**src/rtl/astra_pkg.sv**
```systemverilog
// Shared types and constants for the core's bus-side blocks (memory arbiter FSM state, fetch lane mask).
package astra_pkg;

   localparam int unsigned ARB_DATA_W = 32;
   localparam int unsigned ARB_SEL_W  = 4;

   typedef enum logic [1:0] {
      ARB_IDLE  = 2'd0,
      ARB_INSTR = 2'd1,
      ARB_DATA  = 2'd2
   } arb_state_t;

   // Instruction fetches always read a full word.
   localparam logic [ARB_SEL_W-1:0] ARB_FETCH_SEL = 4'b1111;

endpackage

```
**src/rtl/arb_pick.sv**
```systemverilog
// Combinational winner selection for mem_arbiter; grant is one-hot {data, instr}.
// ARB_ROUND_ROBIN_EN selects round-robin on contention, otherwise data has fixed priority.
module arb_pick (
   input  logic       i_req_i,
   input  logic       i_req_d,
   input  logic       i_last_d,
   output logic [1:0] o_grant_c
);

`ifdef ARB_ROUND_ROBIN_EN
   always_comb begin
      o_grant_c = 2'b00;
      if (i_req_i && i_req_d) begin
         // Contention: serve the port that was not served last.
         o_grant_c = i_last_d ? 2'b01 : 2'b10;
      end else if (i_req_d) begin
         o_grant_c = 2'b10;
      end else if (i_req_i) begin
         o_grant_c = 2'b01;
      end
   end
`else
   logic w_unused_last;
   assign w_unused_last = i_last_d;

   always_comb begin
      o_grant_c = 2'b00;
      if (i_req_d) begin
         o_grant_c = 2'b10;
      end else if (i_req_i) begin
         o_grant_c = 2'b01;
      end
   end
`endif

endmodule

```
**src/rtl/mem_arbiter.sv**
```systemverilog
// Two-master (fetch, data) to one memory port arbiter with STROBE/ACK handshake.
// Define ARB_ROUND_ROBIN_EN for round-robin arbitration; default is data-over-fetch priority.
module mem_arbiter
   import astra_pkg::*;
#(
   parameter int unsigned Addrsz = 32
) (
   input  logic                  CLK,
   input  logic                  RST_N,
   input  logic [Addrsz-1:0]     I_ADDR,
   input  logic                  I_STROBE,
   output logic [ARB_DATA_W-1:0] I_IN,
   output logic                  I_ACK,
   input  logic [Addrsz-1:0]     D_ADDR,
   input  logic [ARB_DATA_W-1:0] D_OUT,
   input  logic [ARB_SEL_W-1:0]  D_SEL,
   input  logic                  D_WE,
   input  logic                  D_STROBE,
   output logic [ARB_DATA_W-1:0] D_IN,
   output logic                  D_ACK,
   output logic [Addrsz-1:0]     M_ADDR,
   output logic [ARB_DATA_W-1:0] M_OUT,
   output logic [ARB_SEL_W-1:0]  M_SEL,
   output logic                  M_WE,
   output logic                  M_STROBE,
   input  logic [ARB_DATA_W-1:0] M_IN,
   input  logic                  M_ACK
);

   arb_state_t              r_state;
   arb_state_t              w_state_nxt;
   logic [1:0]              w_grant_c;
   logic                    w_last_d;

   logic [Addrsz-1:0]       r_m_addr;
   logic [ARB_DATA_W-1:0]   r_m_out;
   logic [ARB_SEL_W-1:0]    r_m_sel;
   logic                    r_m_we;
   logic                    r_m_strobe;

   logic [Addrsz-1:0]       w_m_addr_nxt;
   logic [ARB_DATA_W-1:0]   w_m_out_nxt;
   logic [ARB_SEL_W-1:0]    w_m_sel_nxt;
   logic                    w_m_we_nxt;

   arb_pick u_pick (
      .i_req_i   (I_STROBE),
      .i_req_d   (D_STROBE),
      .i_last_d  (w_last_d),
      .o_grant_c (w_grant_c)
   );

`ifdef ARB_ROUND_ROBIN_EN
   logic r_last_d;

   // Last-served pointer: 0 = instruction, 1 = data.
   always_ff @(posedge CLK) begin
      if (!RST_N) begin
         r_last_d <= 1'b0;
      end else if (r_state == ARB_IDLE && w_grant_c != 2'b00) begin
         r_last_d <= w_grant_c[1];
      end
   end

   assign w_last_d = r_last_d;
`else
   assign w_last_d = 1'b0;
`endif

   // State and memory-port registers.
   always_ff @(posedge CLK) begin
      if (!RST_N) begin
         r_state    <= ARB_IDLE;
         r_m_addr   <= '0;
         r_m_out    <= '0;
         r_m_sel    <= '0;
         r_m_we     <= 1'b0;
         r_m_strobe <= 1'b0;
      end else begin
         r_state    <= w_state_nxt;
         r_m_addr   <= w_m_addr_nxt;
         r_m_out    <= w_m_out_nxt;
         r_m_sel    <= w_m_sel_nxt;
         r_m_we     <= w_m_we_nxt;
         r_m_strobe <= (w_state_nxt != ARB_IDLE);
      end
   end

   // Next-state: grant from idle, return to idle on memory ack.
   always_comb begin
      w_state_nxt = r_state;
      case (r_state)
         ARB_IDLE: begin
            if (w_grant_c[1]) begin
               w_state_nxt = ARB_DATA;
            end else if (w_grant_c[0]) begin
               w_state_nxt = ARB_INSTR;
            end
         end
         ARB_INSTR, ARB_DATA: begin
            if (M_ACK) begin
               w_state_nxt = ARB_IDLE;
            end
         end
         default: w_state_nxt = ARB_IDLE;
      endcase
   end

   // Output next values: latch the winner's qualifiers only when leaving idle.
   always_comb begin
      w_m_addr_nxt = r_m_addr;
      w_m_out_nxt  = r_m_out;
      w_m_sel_nxt  = r_m_sel;
      w_m_we_nxt   = r_m_we;
      if (r_state == ARB_IDLE) begin
         if (w_grant_c[1]) begin
            w_m_addr_nxt = D_ADDR;
            w_m_out_nxt  = D_OUT;
            w_m_sel_nxt  = D_SEL;
            w_m_we_nxt   = D_WE;
         end else if (w_grant_c[0]) begin
            w_m_addr_nxt = I_ADDR;
            w_m_out_nxt  = '0;
            w_m_sel_nxt  = ARB_FETCH_SEL;
            w_m_we_nxt   = 1'b0;
         end
      end
   end

   assign M_ADDR   = r_m_addr;
   assign M_OUT    = r_m_out;
   assign M_SEL    = r_m_sel;
   assign M_WE     = r_m_we;
   assign M_STROBE = r_m_strobe;

   // Zero-latency return path to the granted requester.
   assign I_ACK = M_ACK && (r_state == ARB_INSTR);
   assign D_ACK = M_ACK && (r_state == ARB_DATA);
   assign I_IN  = M_IN;
   assign D_IN  = M_IN;

endmodule

```
**config.mk**
```make
export PLATFORM = sky130hd
export DESIGN_NAME = mem_arbiter
export DESIGN_NICKNAME = d
export VERILOG_FILES = /design/src/rtl/astra_pkg.sv /design/src/rtl/arb_pick.sv /design/src/rtl/mem_arbiter.sv
export SDC_FILE = /design/constraint.sdc
export NUM_CORES = 1
export LEC_CHECK = 0
export CAP_MARGIN = 20
export CORE_AREA = 2 2 107 109
export CTS_BUF_LIST = sky130_fd_sc_hd__clkbuf_8
export DETAILED_ROUTE_END_ITERATION = 12
export DIE_AREA = 0 0 109 111
export PLACE_DENSITY_LB_ADDON = 0.25
export SYNTH_ARGS = -nofsm -noshare
export SYNTH_HDL_FRONTEND = slang
export SYNTH_SLANG_ARGS = --single-unit
export TNS_END_PERCENT = 20
```
**constraint.sdc**
```tcl
create_clock -name CLK -period 2.8 [get_ports CLK]
set_input_delay 0.28 -clock CLK [delete_from_list [all_inputs] [get_ports CLK]]
set_output_delay 0.28 -clock CLK [all_outputs]
set_load 0.005 [all_outputs]
```
==> After elaboration in Yosys (flattened, before gate mapping) <==
Cells that the tools add are included.
{ "totals": {"word_cells": 29, "output_inout_bits": 136, "register_bits": 72, "in_bits": 138} }
{ "op_classes": {"reduce_logical": 7, "n_eq_ne": 2, "mux": 14} }
{ "op_table": {"columns": ["op", "count"], "rows": [
  ["two-way mux 32 bit", 4],
  ["two-way mux 2 bit", 4],
  ["two-way mux 4 bit", 2],
  ["one-hot mux 2 bit (2 select lines)", 1],
  ["nonzero test 2 bit", 2],
  ["two-way mux 1 bit", 3],
  ["== test 2 x 1 -> 1 bit (second input constant)", 1],
  ["== test 2 bit (second input constant)", 1],
  ["logical AND 1 bit", 2],
  ["zero test 2 bit", 1],
  ["AND reduction 2 bit", 1],
  ["OR reduction 2 bit", 1]
]} }

==> Depth between registers and ports, before layout <==
{ "logic_depth": {"depth_word": 6, "depth_mapped": 7, "mapped_depth_nobuf": 5} }

==> Hierarchy <==
A second synthesis with hierarchy kept.
{ "unflattened": {"hier_cells": 353, "area_unflattened_um2": 3529.6} }
{ "by_module_without_submodules": {"columns": ["module", "cells_each", "instances", "area_per_inst_um2"], "rows": [
  ["mem_arbiter", 351, 1, 3508.4],
  ["arb_pick", 2, 1, 21.3]
]} }

==> Worst setup path after synthesis <==
OpenSTA, ideal clock, no wires.
{ "synth_path": {"kind": "reg2reg", "start": "register r_state[0]", "end": "register r_m_out[10] (netlist: M_OUT[10])", "n_path_buf": 2, "stages_incl_launch_ff": 8, "slack_ps": 1356, "arrival_ps": 1325, "cell_sequence": "dfxtp_1 inv_1 ha_1 and2_1 buf_2 buf_4 a22oi_1 nor2b_1"} }
{ "synth_via": {"elab_chain_len": 2} }
{ "synth_rtl": {"columns": ["item", "line", "text"], "rows": [
  ["from (decl)", "mem_arbiter.sv:30", "arb_state_t r_state;"],
  ["from (signal assigned)", "mem_arbiter.sv:80", "r_state <= w_state_nxt;"],
  ["zero test 2 bit", "mem_arbiter.sv:115", "if (r_state == ARB_IDLE) begin"],
  ["AND reduction 2 bit (no line)", null, null],
  ["to (signal assigned)", "mem_arbiter.sv:82", "r_m_out <= w_m_out_nxt;"],
  ["to (decl)", "mem_arbiter.sv:36", "logic [ARB_DATA_W-1:0] r_m_out;"]
]} }
Every way passes these cells.
A chain may end at the register's enable or synchronous reset.

==> Worst setup path after layout <==
{ "layout_path": {"start": "register r_state[0]", "end": "output D_ACK"} }
{ "layout_via": {"elab_chain_len": 2} }
{ "layout_rtl": {"columns": ["item", "line", "text"], "rows": [
  ["== test 2 bit", "mem_arbiter.sv:138", "assign D_ACK = M_ACK && (r_state == ARB_DATA);"],
  ["logical AND 1 bit", "mem_arbiter.sv:138", null],
  ["to (decl)", "mem_arbiter.sv:20", "output logic D_ACK,"]
]} }
Every way passes these cells.

==> results.json <==
{
  "run_status": "complete, no violations",
  "tightestPinTransition_ns": 0.7673,
  "max_cap_viol_count": 0,
  "drtIter0Drc": 81,
  "portBuffers": 177,
  "path_max_fanout": 5,
  "hold-path-cell-count": 1,
  "clk_latency_ns": 0.33,
  "final.period_utilization_pct": 67.07,
  "syn_avg_cell_area_um2": 10.01,
  "clock-sinks": 72,
  "drv_slew": 0,
  "power_density_nw_per_um2": 524.6,
  "cpPeakStageDelay_ns": 0.45,
  "yosysSeqAreaShare_pct": 41.13,
  "ir_worst_vdd_v": 0.0002351,
  "rows": 39,
  "hold_buffers": 0,
  "first_global_vias": 2788,
  "via_per_inst": 4.583,
  "n_antenna_cell": 0,
  "ff_latch_area_um2": 1441,
  "crit_chain": "inv_1 > ha_1 > and2_1 > clkdlybuf4s50_1",
  "vias": 2750,
  "ant_nets": 0,
  "synth_async_sr_flop_share_pct": 0,
  "synth-edff-count": 0,
  "r2r-start": "r_state[0]",
  "wl_um": 9338,
  "gp_congestion": 0.7580,
  "setup_viol": 0,
  "multi_input_area_um2": 1414,
  "dieArea_um2": 12100,
  "fin_util_pct": 45.43,
  "grt_first_pass_wirelength_um": 14280,
  "drc": 0,
  "wire_per_inst_um": 15.56,
  "initial_core_util_pct": 31.64,
  "dr.pass1.iters": 5,
  "reg2reg_slack_ns": 1.02,
  "postCtsSetupBuffers": 0,
  "cts_buffers": 9,
  "ff2ff_path_depth": 5,
  "fin_skew_ns": 0.009007,
  "crit_arrival_ns": 1.60,
  "cp-end-kind": "output port",
  "worstSetupPathType": "reg2out",
  "final_cells": 600,
  "synth_ff_type": "dfxtp_1",
  "hold_start": "M_ADDR[2]",
  "clk_pin_slew_ns": 0.07,
  "p_total_w": 0.002640,
  "area_growth_pct": 43.59,
  "design_area_um2": 5032,
  "cp_top_family": "buffers and inverters",
  "worst-path-buf-inv": 2,
  "holdCritPathClass": "reg2reg",
  "coreArea_um2": 11080,
  "die_w_um": 109,
  "r2r-end": "M_ADDR[11]",
  "clock.fmax_mhz": 532.5,
  "required_ns": 2.52,
  "htreeDepth": 3,
  "cts_tree": "built",
  "grt_usage_pct": 15.01,
  "hold_violations": 0,
  "tns_ns": 0,
  "synth_warnings": 0,
  "min_to": "M_ADDR[2]",
  "die_h_um": 111,
  "fill_cells": 1070,
  "worst_setup_path_start_kind": "flip-flop",
  "pin_count": 274,
  "synthCells": 350,
  "ys_types": 22,
  "cts_resized": 0,
  "dp.cells": 584,
  "slew_headroom_pct": 48.85,
  "clock-root-buffer": "clkbuf_8",
  "slowest_stage": "clkdlybuf4s50_1",
  "grt_antenna_before_repair": 0,
  "grt_overflow": 0,
  "clockBufferDepth": 2,
  "synth.cell_area_um2": 3505,
  "drive_gt1_share_pct": 5.689,
  "grt_max_degree": 69,
  "nets": 594,
  "power_leakage_nw": 2.212,
  "syn_nets": 492,
  "synth_seq_cells": 72,
  "finalCriticalPeriod_ns": 1.878,
  "placed_area_um2": 4833,
  "dp_hpwl_um": 6888,
  "rsz0062_at_grt": "false"
}
## metrics by stage
stage                     worst slack (ns)  hold WS, ns
after global routing                0.8273       0.5211
final                               0.9220       0.5038
after global placement              0.9896       0.4785
after detailed placement            0.8916       0.4866
after CTS                           0.8875       0.5042
after floorplan                      1.356       0.4507
## cell usage after synthesis (all sizes together), types with 3 or more instances
cell type	instances	area, um^2
buf	83	615.6
mux2i	32	320.3
o221a	4	45.04
clkbuf	7	26.28
nor2b	35	219.0
a22oi	33	247.7
o211a	32	320.3
and2	3	18.77
ha	4	50.05
nand2	33	123.9
dfxtp	72	1441
## worst max-delay path by stage
| stage | start | endpoint | slack [ns] | cells after the start |
|---|---|---|---|---|
| 3_3_place_gp | I_STROBE | M_ADDR[28] | 0.99 | 4 |
| 3_5_place_dp | I_STROBE | M_ADDR[11] | 0.89 | 4 |
| 2_1_floorplan | r_state[0] | M_OUT[10] | 1.36 | 7 |
| 5_1_grt | r_state[0] | D_ACK | 0.83 | 4 |
| 4_1_cts | r_state[0] | D_ACK | 0.89 | 4 |
| 6_report | r_state[0] | D_ACK | 0.92 | 4 |
## registers in the layout, indices dropped and copies added (netlist names)
register,cells
M_OUT,32
M_WE,1
r_state,2
M_STROBE,1
M_SEL,4
M_ADDR,32
## cell families (layout without fill, tap and decap cells)
| family | Yosys count | after routing | share of synthesized area, % |
|---|---|---|---|
| buf+inv | 92 | 199 | 18.53 |
| compound gates | 75 | 75 | 18.89 |
| simple gates | 75 | 75 | 10.89 |
| flops | 72 | 72 | 41.13 |
| mux | 32 | 32 | 9.140 |
| fa+ha+maj | 4 | 4 | 1.428 |
## power by group
group	leakage [nW]	total, W	internal (W)	switching [W]
combinational	1.51	0.000643	0.000402	0.000241
clock	0.112	0.000823	0.000451	0.000371
sequential	0.595	0.00117	0.00112	0.0000540
total	2.21	0.00264	0.00197	0.000666
## layer usage
layer / track usage (%) / vias to the layer above / part of all wire [%]
met4: 4.615 / 0 / 1.3
li1: - / 1352 / -
met5: 0 / - / 0
met1: 17.19 / 1248 / 40
met2: 24.97 / 125 / 48
met3: 6.467 / 25 / 9.8
## placed cells by master, fill, tap and decap left out
master | netlist | layout
a21oi_1 | 1 | 1
a22oi_1 | 33 | 33
a2bb2oi_1 | 1 | 1
a31oi_1 | 1 | 1
and2_1 | 3 | 3
buf_2 | 9 | 2
buf_4 | 70 | 4
bufinv_16 | 0 | 1
clkbuf_8 | 0 | 11
clkdlybuf4s50_1 | 0 | 175
clkinv_2 | 0 | 2
dfxtp_1 | 72 | 72
ha_1 | 4 | 4
inv_1 | 2 | 4
mux2i_1 | 32 | 32
nand2_1 | 33 | 33
nand2b_1 | 2 | 2
nor2_1 | 2 | 2
nor2b_1 | 35 | 35
o211a_1 | 32 | 32
o21a_4 | 1 | 1
o21ai_0 | 1 | 1
o21ai_2 | 1 | 1
o221a_2 | 4 | 4
## area by class of cell
cell class / instances / area share [%]
Timing Repair Buffer: 181 / 35.60
Sequential cell: 72 / 28.64
Multi-Input combinational cell: 186 / 28.10
Tap cell: 143 / 3.555
Clock buffer: 11 / 3.008
Clock inverter: 5 / 0.9448
Inverter: 2 / 0.1492
No activity file was read; power rests on OpenSTA's default activity.
